--- src/rtl/digital_lock_core.sv ---
// digital_lock_core: N-digit combination lock with retry lockout and confirmed code change.
// Buttons are one-cycle pulses; the lockout timer advances only on tick.
module digital_lock_core #(
    parameter int                          NUM_DIGITS    = 4,
    parameter int                          DIGIT_W       = 4,
    parameter int                          DIGIT_MAX     = 9,
    parameter logic [NUM_DIGITS*DIGIT_W-1:0] DEFAULT_CODE = 16'h1234,
    parameter int                          MAX_TRIES     = 3,
    parameter int                          LOCKOUT_TICKS = 1000
) (
    input  logic                               clk_in,
    input  logic                               rst,
    input  logic                               tick,
    input  logic                               clear,
    input  logic                               enter,
    input  logic                               change,
    input  logic [DIGIT_W-1:0]                 sw,
    output logic [NUM_DIGITS*DIGIT_W-1:0]      entry_buf,
    output logic [$clog2(NUM_DIGITS+1)-1:0]    entry_cnt,
    output logic                               unlocked,
    output logic                               locked_out,
    output logic                               changing,
    output logic [$clog2(MAX_TRIES+1)-1:0]     fail_cnt,
    output logic                               ok_pulse,
    output logic                               err_pulse
);
    localparam int BW = NUM_DIGITS * DIGIT_W;
    localparam int CW = $clog2(NUM_DIGITS + 1);
    localparam int FW = $clog2(MAX_TRIES + 1);
    localparam int TW = $clog2(LOCKOUT_TICKS + 1);
    localparam logic [CW-1:0]      FULL  = CW'(NUM_DIGITS);
    localparam logic [FW-1:0]      FMAX  = FW'(MAX_TRIES);
    localparam logic [TW-1:0]      TLAST = TW'(LOCKOUT_TICKS - 1);
    localparam logic [DIGIT_W-1:0] DMAX  = DIGIT_W'(DIGIT_MAX);

    typedef enum logic [2:0] {LOCKED, CHECK, OPEN, CHG_NEW, CHG_CONF, LOCKOUT} state_t;

    state_t        state_q, state_d;
    logic [BW-1:0] code_q, code_d, buf_q, buf_d, saved_q, saved_d;
    logic [CW-1:0] cnt_q, cnt_d;
    logic [FW-1:0] fail_q, fail_d, fail_inc;
    logic [TW-1:0] timer_q, timer_d;
    logic          ok_q, ok_d, err_q, err_d;
    logic          full, entry_st;

    always_comb begin
        state_d  = state_q;
        code_d   = code_q;
        buf_d    = buf_q;
        saved_d  = saved_q;
        cnt_d    = cnt_q;
        fail_d   = fail_q;
        timer_d  = timer_q;
        ok_d     = 1'b0;
        err_d    = 1'b0;
        full     = cnt_q == FULL;
        fail_inc = fail_q == FMAX ? fail_q : fail_q + 1'b1;
        entry_st = state_q == LOCKED || state_q == CHG_NEW || state_q == CHG_CONF;
        // A lower-priority button is dropped whenever a higher one is present
        if (entry_st && enter && !clear && !change && !full) begin
            if (sw > DMAX) begin
                err_d = 1'b1;
            end else begin
                buf_d = (buf_q << DIGIT_W) | BW'(sw);
                cnt_d = cnt_q + 1'b1;
            end
        end
        case (state_q)
            LOCKED: begin
                if (clear) begin
                    buf_d = '0;
                    cnt_d = '0;
                end else if (full) begin
                    state_d = CHECK;
                end
            end
            CHECK: begin
                buf_d = '0;
                cnt_d = '0;
                if (buf_q == code_q) begin
                    state_d = OPEN;
                    ok_d    = 1'b1;
                    fail_d  = '0;
                end else begin
                    err_d   = 1'b1;
                    fail_d  = fail_inc;
                    state_d = fail_inc == FMAX ? LOCKOUT : LOCKED;
                end
            end
            OPEN: begin
                if (clear) begin
                    state_d = LOCKED;
                end else if (change) begin
                    state_d = CHG_NEW;
                    buf_d   = '0;
                    cnt_d   = '0;
                end
            end
            CHG_NEW: begin
                if (clear || full) begin
                    state_d = clear ? OPEN : CHG_CONF;
                    saved_d = clear ? saved_q : buf_q;
                    buf_d   = '0;
                    cnt_d   = '0;
                end
            end
            CHG_CONF: begin
                if (clear || full) begin
                    state_d = OPEN;
                    buf_d   = '0;
                    cnt_d   = '0;
                    ok_d    = !clear && buf_q == saved_q;
                    err_d   = !clear && buf_q != saved_q;
                    code_d  = (!clear && buf_q == saved_q) ? buf_q : code_q;
                end
            end
            LOCKOUT: begin
                if (tick) begin
                    state_d = timer_q == TLAST ? LOCKED : LOCKOUT;
                    fail_d  = timer_q == TLAST ? '0 : fail_q;
                    timer_d = timer_q == TLAST ? '0 : timer_q + 1'b1;
                end
            end
            default: state_d = LOCKED;
        endcase
    end

    always_ff @(posedge clk_in) begin
        if (!rst) begin
            state_q <= LOCKED;
            code_q  <= DEFAULT_CODE;
            buf_q   <= '0;
            saved_q <= '0;
            cnt_q   <= '0;
            fail_q  <= '0;
            timer_q <= '0;
            ok_q    <= 1'b0;
            err_q   <= 1'b0;
        end else begin
            state_q <= state_d;
            code_q  <= code_d;
            buf_q   <= buf_d;
            saved_q <= saved_d;
            cnt_q   <= cnt_d;
            fail_q  <= fail_d;
            timer_q <= timer_d;
            ok_q    <= ok_d;
            err_q   <= err_d;
        end
    end

    assign entry_buf  = buf_q;
    assign entry_cnt  = cnt_q;
    assign fail_cnt   = fail_q;
    assign ok_pulse   = ok_q;
    assign err_pulse  = err_q;
    assign locked_out = state_q == LOCKOUT;
    assign changing   = state_q == CHG_NEW || state_q == CHG_CONF;
    assign unlocked   = state_q == OPEN || changing;
endmodule

--- config.mk ---
export PLATFORM = sky130hd
export DESIGN_NAME = digital_lock_core
export DESIGN_NICKNAME = d
export VERILOG_FILES = /design/src/rtl/digital_lock_core.sv
export SDC_FILE = /design/constraint.sdc
export NUM_CORES = 1
export LEC_CHECK = 0
export CAP_MARGIN = 20
export CORE_MARGIN = 2
export CORE_UTILIZATION = 63
export DETAILED_ROUTE_END_ITERATION = 12
export DONT_BUFFER_PORTS = 1
export PLACE_DENSITY_LB_ADDON = 0.08
export SLEW_MARGIN = 20
export SYNTH_ARGS = -nofsm -noshare
export SYNTH_HDL_FRONTEND = slang
export SYNTH_SLANG_ARGS = --single-unit
--- constraint.sdc ---
create_clock -name clk_in -period 2.2 [get_ports clk_in]
set_clock_uncertainty 0.1 [all_clocks]
set_input_delay 0.55 -clock clk_in [delete_from_list [all_inputs] [get_ports clk_in]]
set_output_delay 0.55 -clock clk_in [all_outputs]
set_load 0.005 [all_outputs]
==> results of run 1 <==
final cells by class:
class,count,share of cell area (%)
multi-input cells,283,48.7
flip-flops and latches,68,36.5
repair buffers,26,5.55
clock buffers,13,4.51
well taps,70,2.34
clock inverters,3,1.80
inverters,6,0.601
power groups by stage:
stage,combinational [W],clock (W),sequential (W)
2_1_floorplan,0.0000851,0,0.00127
3_3_place_gp,0.000100,0,0.00127
3_5_place_dp,0.000101,0,0.00127
4_1_cts,0.000102,0.00122,0.00124
5_1_grt,0.000120,0.00128,0.00125
6_report,0.000110,0.00121,0.00125
Yosys cell counts (all sizes together) (4+ instances only):
cell / number / share of area (%)
nand4: 5 / 1.1
mux2i: 17 / 5.0
nor3: 4 / 0.59
clkbuf: 9 / 1.0
dfxtp: 68 / 40
o21ai: 21 / 3.1
o31ai: 4 / 1.0
nor2: 35 / 4.2
nand3: 23 / 3.4
xor2: 38 / 9.9
a21oi: 36 / 5.7
nor4: 8 / 2.2
nand2: 46 / 5.1
inv: 5 / 0.56
nand2b: 6 / 1.1
buf: 24 / 4.2
metal layers:
metal	vias up	share of wire (%)	GRT usage, %
met5	-	0	0
met4	0	0.99	7.50
met3	9	7.2	8.71
met2	85	46	43.3
met1	1322	46	36.5
li1	1356	-	-
registers in the layout (all words and copies together), names as in the netlist:
register and count:
entry_cnt 3, entry_buf 16, ok_pulse 1, saved_q 16
code_q 16, fail_cnt 2, state_q 3, timer_q 10
err_pulse 1
worst min path at each step:
stage                            start                       to  depth (start not counted)
6_report                           rst   code_q[5]$_SDFFE_PN1P_                          1
5_1_grt                            rst   code_q[5]$_SDFFE_PN1P_                          1
4_1_cts                            rst   code_q[4]$_SDFFE_PN1P_                          1
3_3_place_gp   timer_q[9]$_SDFFE_PN0P_  timer_q[9]$_SDFFE_PN0P_                          2
3_5_place_dp   timer_q[9]$_SDFFE_PN0P_  timer_q[9]$_SDFFE_PN0P_                          2
2_1_floorplan  timer_q[9]$_SDFFE_PN0P_  timer_q[9]$_SDFFE_PN0P_                          2
repair_timing:
action                     4_1_cts  5_1_grt
setup buffers                    0        2
setup endpoints to repair        0       18
gates resized for setup          0        5
worst register-to-register path: stages, from the launching register on:
cell and delay [ns]:
dfxtp_1 0.48, xor2_1 0.11, nor4_1 0.61, a41oi_2 0.28
a32oi_1 0.28, o22ai_1 0.11
cells by family (layout without fill, tap and decap cells):
group	after synthesis	count (layout)	synth area share, %
compound gates	79	79	15.7
xor+xnor	41	41	10.7
fa+ha+maj	3	3	1.11
buf+inv	39	48	5.86
flops	68	68	40.4
mux	17	17	5.05
simple gates	143	143	21.3
per-stage QoR:
stage	utilization (%)	total power, W	std cells
after floorplan	-	0.00135	390
after global placement	67.4	0.00137	451
after detailed placement	67.4	0.00137	451
after CTS	72.0	0.00257	467
after global routing	72.9	0.00264	469
final	72.9	0.00256	469
==> metrics.csv, run 1 <==
stage,metric,value,unit
yosys,Post-Syn Area,3370,µm²
critical_path,slowest CP cell,nor4_1,
critical_path,"Largest delay share family, worst path",compound AO/OA/AOI/OAI gates,
detailed_routing,wire length per cell,16.6,µm
timing,RSZ-0062 raised after global routing,no,
cts,# clock sinks,68,
cts,CTS root buffer,clkbuf_8,
power_and_ir_drop,maximum vdd drop,0.516,mV
critical_path,Buf/Inv on CP,0,
cts,CTS tree,yes,
placed_design,port bufs,0,
power_and_ir_drop,PD cells,684,nW/µm²
yosys,yosys synthesis warning count,0,
global_routing,initial antenna violation count,0,
timing,max-slew violation count,0,
cts,CTS Buffer Depth,2,
floorplanning,DIE AREA,5950,µm²
global_routing,grt total ovfl,0,
critical_path,Crit path arrival time,2.22,ns
layout,Final nets,407,
timing,Tightest Pin Transition,0.653,ns
critical_path,CP Max Fanout,5,
layout,"commonest non-fill, non-tap cell in the layout",dfxtp_1,
yosys,Synth Instances,390,
timing,setup TNS,0,ns
placed_design,Post-Place Cell Area,3460,µm²
layout,Final Cell Area,3740,µm²
cts,total CTS buffers,9,
critical_path,FF-to-FF End,state_q[2]$_SDFFE_PN0P_,
floorplanning,I/O pin total,36,
global_routing,largest net degree at the start of global routing,20,
detailed_routing,First DRT Iteration DRCs,260,
cts,Worst-Skew Late Latency,0.35,ns
floorplanning,Rows,26,
power_and_ir_drop,Pint,0.00201,W
floorplanning,Starting Density,65.6,%
timing,setup ws final,0.103,ns
yosys,Synthesized Nets,403,
layout,layout cell share with drive strength beyond 1,15.3,%
yosys,Synth Flop Type,dfxtp_1,
detailed_routing,first drt pass iteration count,4,
layout,most frequent cells in the layout,"65 x dfxtp_1, 46 x nand2_1, 38 x xor2_1",
timing,final period utilization,95.3,%
power_and_ir_drop,Logic pwr share,4.3,%
detailed_routing,Antenna Violating Nets Remaining,0,
timing,hold slack,0.176,ns
critical_path,r2r setup slk,0.10,ns
layout,Multi-input gate area,1830,µm²
critical_path,Worst Setup End Kind,flop,
critical_path,crit path to,state_q[2]$_SDFFE_PN0P_,
critical_path,CP startpoint kind,flop,
yosys,"EDFF count, synth",0,
floorplanning,total core area,5140,µm²
placed_design,pre-CTS WS,0.142,ns
placed_design,Final GP Congestion,0.820,
floorplanning,Die X,77.1,µm
yosys,sequential area share after synthesis,40.4,%
global_routing,total track usage,27.5,%
cts,CTS Hold Bufs,0,
power_and_ir_drop,Switching Power,0.000551,W
timing,fin crit period,2.10,ns
yosys,async set-reset flop share out of synthesis,0,%
timing,Slew headroom,56.0,%
power_and_ir_drop,sequential fraction of design power,48.6,%
power_and_ir_drop,switching share of power,21.5,%
power_and_ir_drop,clock power share,47.1,%
yosys,Synth Register Bits,68,
status,outcome,finished clean,
critical_path,crit-path cells,xor2_1 > nor4_1 > a41oi_2 > a32oi_1 > o22ai_1,
critical_path,CP peak stage delay,0.61,ns
detailed_routing,Routed WL,7.78,mm
yosys,Avg Inst Size Synth,8.64,µm²
worst_hold_path,min-delay worst type,in2reg,
layout,# diodes,0,
critical_path,Worst Reg-to-Reg Cells,5,
timing,endpoints failing setup,0,
job,MaxCap Viol Count,0,
timing,final-report hold violation count,0,
layout,Area Growth Syn to Fin,11.1,%
placed_design,DP HPWL,5.31,mm
detailed_routing,vias per cell,5.91,
floorplanning,die height,77.1,µm
layout,Sequential Area,1370,µm²
cts,H-tree levels,3,
critical_path,critical path class,reg2reg,
critical_path,Critical R2R Launch,entry_buf[8]$_SDFF_PN0_,
timing,Max Clk Rate,0.477,GHz
global_routing,vias in the first global route,2660,
critical_path,Critical Path RT,2.32,ns
cts,Worst-path clk slew,0.07,ns
yosys,library cells used by synthesis,56,
detailed_routing,via count,2772,
detailed_routing,residual DRC count,0,
global_routing,first-pass GRT wire length,13.0,mm
critical_path,Critical Path Start,entry_buf[8]$_SDFF_PN0_,
critical_path,Critical Path Stages,5,
layout,Fill cells,430,
power_and_ir_drop,Pleak,1.42,nW
Power figures use the tool's default switching activity.
==> inputs of run 2 (changes only) <==
- CORE_UTILIZATION: 63 -> 60
==> run 2 against run 1 <==
Against the previous run:
- routed wire length shrank 3.7%
- global-route usage decreased by 2.0 points
- power is 9.0% lower
- setup slack better by 0.048 ns
- maximum frequency grew 2.4%
- count of clock-buffer cells in the layout did not move
- final cell count is 0.21% lower
- first-iteration DRC count fell by 47%
- non-clock buffer count shrank 2
- register-to-register slack improved by 0.07 ns
- die area up 4.7%
- worst hold slack better by 0.011 ns
- largest cell class unchanged
==> metrics.csv, run 2 (synthesis results as in run 1) <==
stage,metric,value,unit,change
timing,hold slack,0.187,ns,was 0.176 ns
power_and_ir_drop,PD cells,637,nW/µm²,was 684 nW/µm²
global_routing,grt total ovfl,0,,unchanged
job,MaxCap Viol Count,0,,unchanged
timing,Tightest Pin Transition,0.590,ns,was 0.653 ns
floorplanning,die height,79.0,µm,was 77.1 µm
critical_path,Buf/Inv on CP,0,,unchanged
cts,CTS Buffer Depth,2,,unchanged
layout,Final nets,405,,was 407
critical_path,CP peak stage delay,0.46,ns,was 0.61 ns
cts,total CTS buffers,9,,unchanged
critical_path,crit-path cells,nand2b_1 > or2_1 > nand2_1,,was xor2_1 > nor4_1 > a41oi_2 > a32oi_1 > o22ai_1
layout,Area Growth Syn to Fin,8.54,%,was 11.1%
detailed_routing,wire length per cell,16.0,µm,was 16.6 µm
detailed_routing,Routed WL,7.49,mm,was 7.78 mm
detailed_routing,residual DRC count,0,,unchanged
layout,most frequent cells in the layout,"66 x dfxtp_1, 46 x nand2_1, 38 x xor2_1",,"was 65 x dfxtp_1, 46 x nand2_1, 38 x xor2_1"
global_routing,vias in the first global route,2675,,was 2660
cts,Worst-path clk slew,0.07,ns,about the same
critical_path,slowest CP cell,dfxtp_2,,was nor4_1
global_routing,initial antenna violation count,0,,unchanged
cts,# clock sinks,68,,unchanged
detailed_routing,Antenna Violating Nets Remaining,0,,unchanged
timing,final-report hold violation count,0,,unchanged
floorplanning,total core area,5470,µm²,was 5140 µm²
layout,"commonest non-fill, non-tap cell in the layout",dfxtp_1,,unchanged
cts,CTS tree,yes,,unchanged
power_and_ir_drop,maximum vdd drop,0.360,mV,was 0.516 mV
timing,max-slew violation count,0,,unchanged
timing,Max Clk Rate,0.488,GHz,was 0.477 GHz
placed_design,Final GP Congestion,0.881,,was 0.820
timing,Slew headroom,60.7,%,was 56.0%
timing,fin crit period,2.05,ns,was 2.10 ns
placed_design,port bufs,0,,unchanged
critical_path,critical path class,reg2out,,was reg2reg
global_routing,largest net degree at the start of global routing,21,,was 20
timing,RSZ-0062 raised after global routing,no,,unchanged
critical_path,Crit path arrival time,1.40,ns,was 2.22 ns
detailed_routing,via count,2689,,was 2772
floorplanning,I/O pin total,36,,unchanged
cts,CTS root buffer,clkbuf_8,,unchanged
floorplanning,Starting Density,61.6,%,was 65.6%
timing,final period utilization,93.1,%,was 95.3%
cts,Worst-Skew Late Latency,0.33,ns,was 0.35 ns
critical_path,Critical Path RT,1.55,ns,was 2.32 ns
detailed_routing,First DRT Iteration DRCs,138,,was 260
global_routing,first-pass GRT wire length,12.5,mm,was 13.0 mm
detailed_routing,first drt pass iteration count,4,,unchanged
status,outcome,finished clean,,unchanged
timing,setup TNS,0,ns,unchanged
detailed_routing,vias per cell,5.75,,was 5.91
critical_path,CP Max Fanout,10,,was 5
critical_path,"Largest delay share family, worst path",simple AND/OR/NAND/NOR gates,,was compound AO/OA/AOI/OAI gates
layout,Final Util,66.8,%,was 72.9%
placed_design,DP HPWL,5.33,mm,was 5.31 mm
floorplanning,DIE AREA,6230,µm²,was 5950 µm²
layout,layout cell share with drive strength beyond 1,13.6,%,was 15.3%
critical_path,CP startpoint kind,flop,,unchanged
timing,endpoints failing setup,0,,unchanged
power_and_ir_drop,power after layout,0.00233,W,was 0.00256 W
cts,H-tree levels,3,,unchanged
worst_hold_path,min-delay worst type,in2reg,,unchanged
critical_path,Worst Setup End Kind,output port,,was flop
layout,# diodes,0,,unchanged
power_and_ir_drop,Pleak,1.38,nW,was 1.42 nW
global_routing,total track usage,25.5,%,was 27.5%
cts,CTS Hold Bufs,0,,unchanged
floorplanning,Rows,27,,was 26
floorplanning,Die X,79.0,µm,was 77.1 µm
-- run 2: repair_timing --
action                                  4_1_cts  5_1_grt
endpoints found under the setup margin        2        3
resized for setup                             1        2
buffers inserted                              0        0
-- run 2: power by group --
group	internal (W)	switching [W]	leakage (nW)
Clock	0.000548	0.000433	0.0935
Combinational	0.0000382	0.0000658	0.740
Sequential	0.00124	0.00000998	0.549
-- run 2: cell type report --
type                       count  area (µm²)
inverter                       6        22.5
clock buffer                  13         149
clock inverter                 2        35.0
timing repair buffer          24         180
fill                         477        1810
tap                           72        90.1
multi-input combinational    283        1820
sequential                    68        1360
-- run 2: metrics by stage --
step / instance area [µm²] / worst slack (ns) / std cells
global route: 3660 / 0.00110 / 468
finish: 3660 / 0.152 / 468
floorplan: 3370 / 0.171 / 390
global placement: 3470 / 0.173 / 453
detailed placement: 3470 / 0.195 / 453
CTS: 3650 / 0.0416 / 468
-- run 2: worst reg2reg max path, cell delays in order, from the launching register on --
cell       delay (ns)
dfxtp_1          0.38
inv_1            0.06
ha_1             0.22
a21o_1           0.26
a2111oi_4        0.42
buf_4            0.30
nand2_1          0.09
a21oi_1          0.13
-- run 2: metal layers --
| metal | global-route usage (%) | up-vias | part of all wire (%) |
|---|---|---|---|
| li1 | - | 1351 | - |
| met1 | 31.5 | 1257 | 47 |
| met3 | 5.91 | 12 | 5.3 |
| met4 | 10.3 | 0 | 1.2 |
| met2 | 43.0 | 69 | 47 |
| met5 | 0 | - | 0 |
-- run 2: path summary, 6_finish.rpt --
check                          startpoint                  endpoint  slack, ns  cells after the start
setup / recovery  state_q[2]$_SDFFE_PN0P_                  changing       0.15                      3
hold / removal                        rst    code_q[4]$_SDFFE_PN1P_       0.19                      1
setup reg to reg  entry_cnt[1]$_SDFF_PN0_  entry_buf[15]$_SDFF_PN0_       0.17                      7
hold reg to reg   timer_q[9]$_SDFFE_PN0P_   timer_q[9]$_SDFFE_PN0P_       0.39                      2
==> inputs of run 3 (changes only) <==
- CTS_CLUSTER_SIZE: unset -> 24
- SKIP_LAST_GASP: unset -> 1
==> results of run 3 <==
Final layout, timing and power as in run 2 (identical DEF).
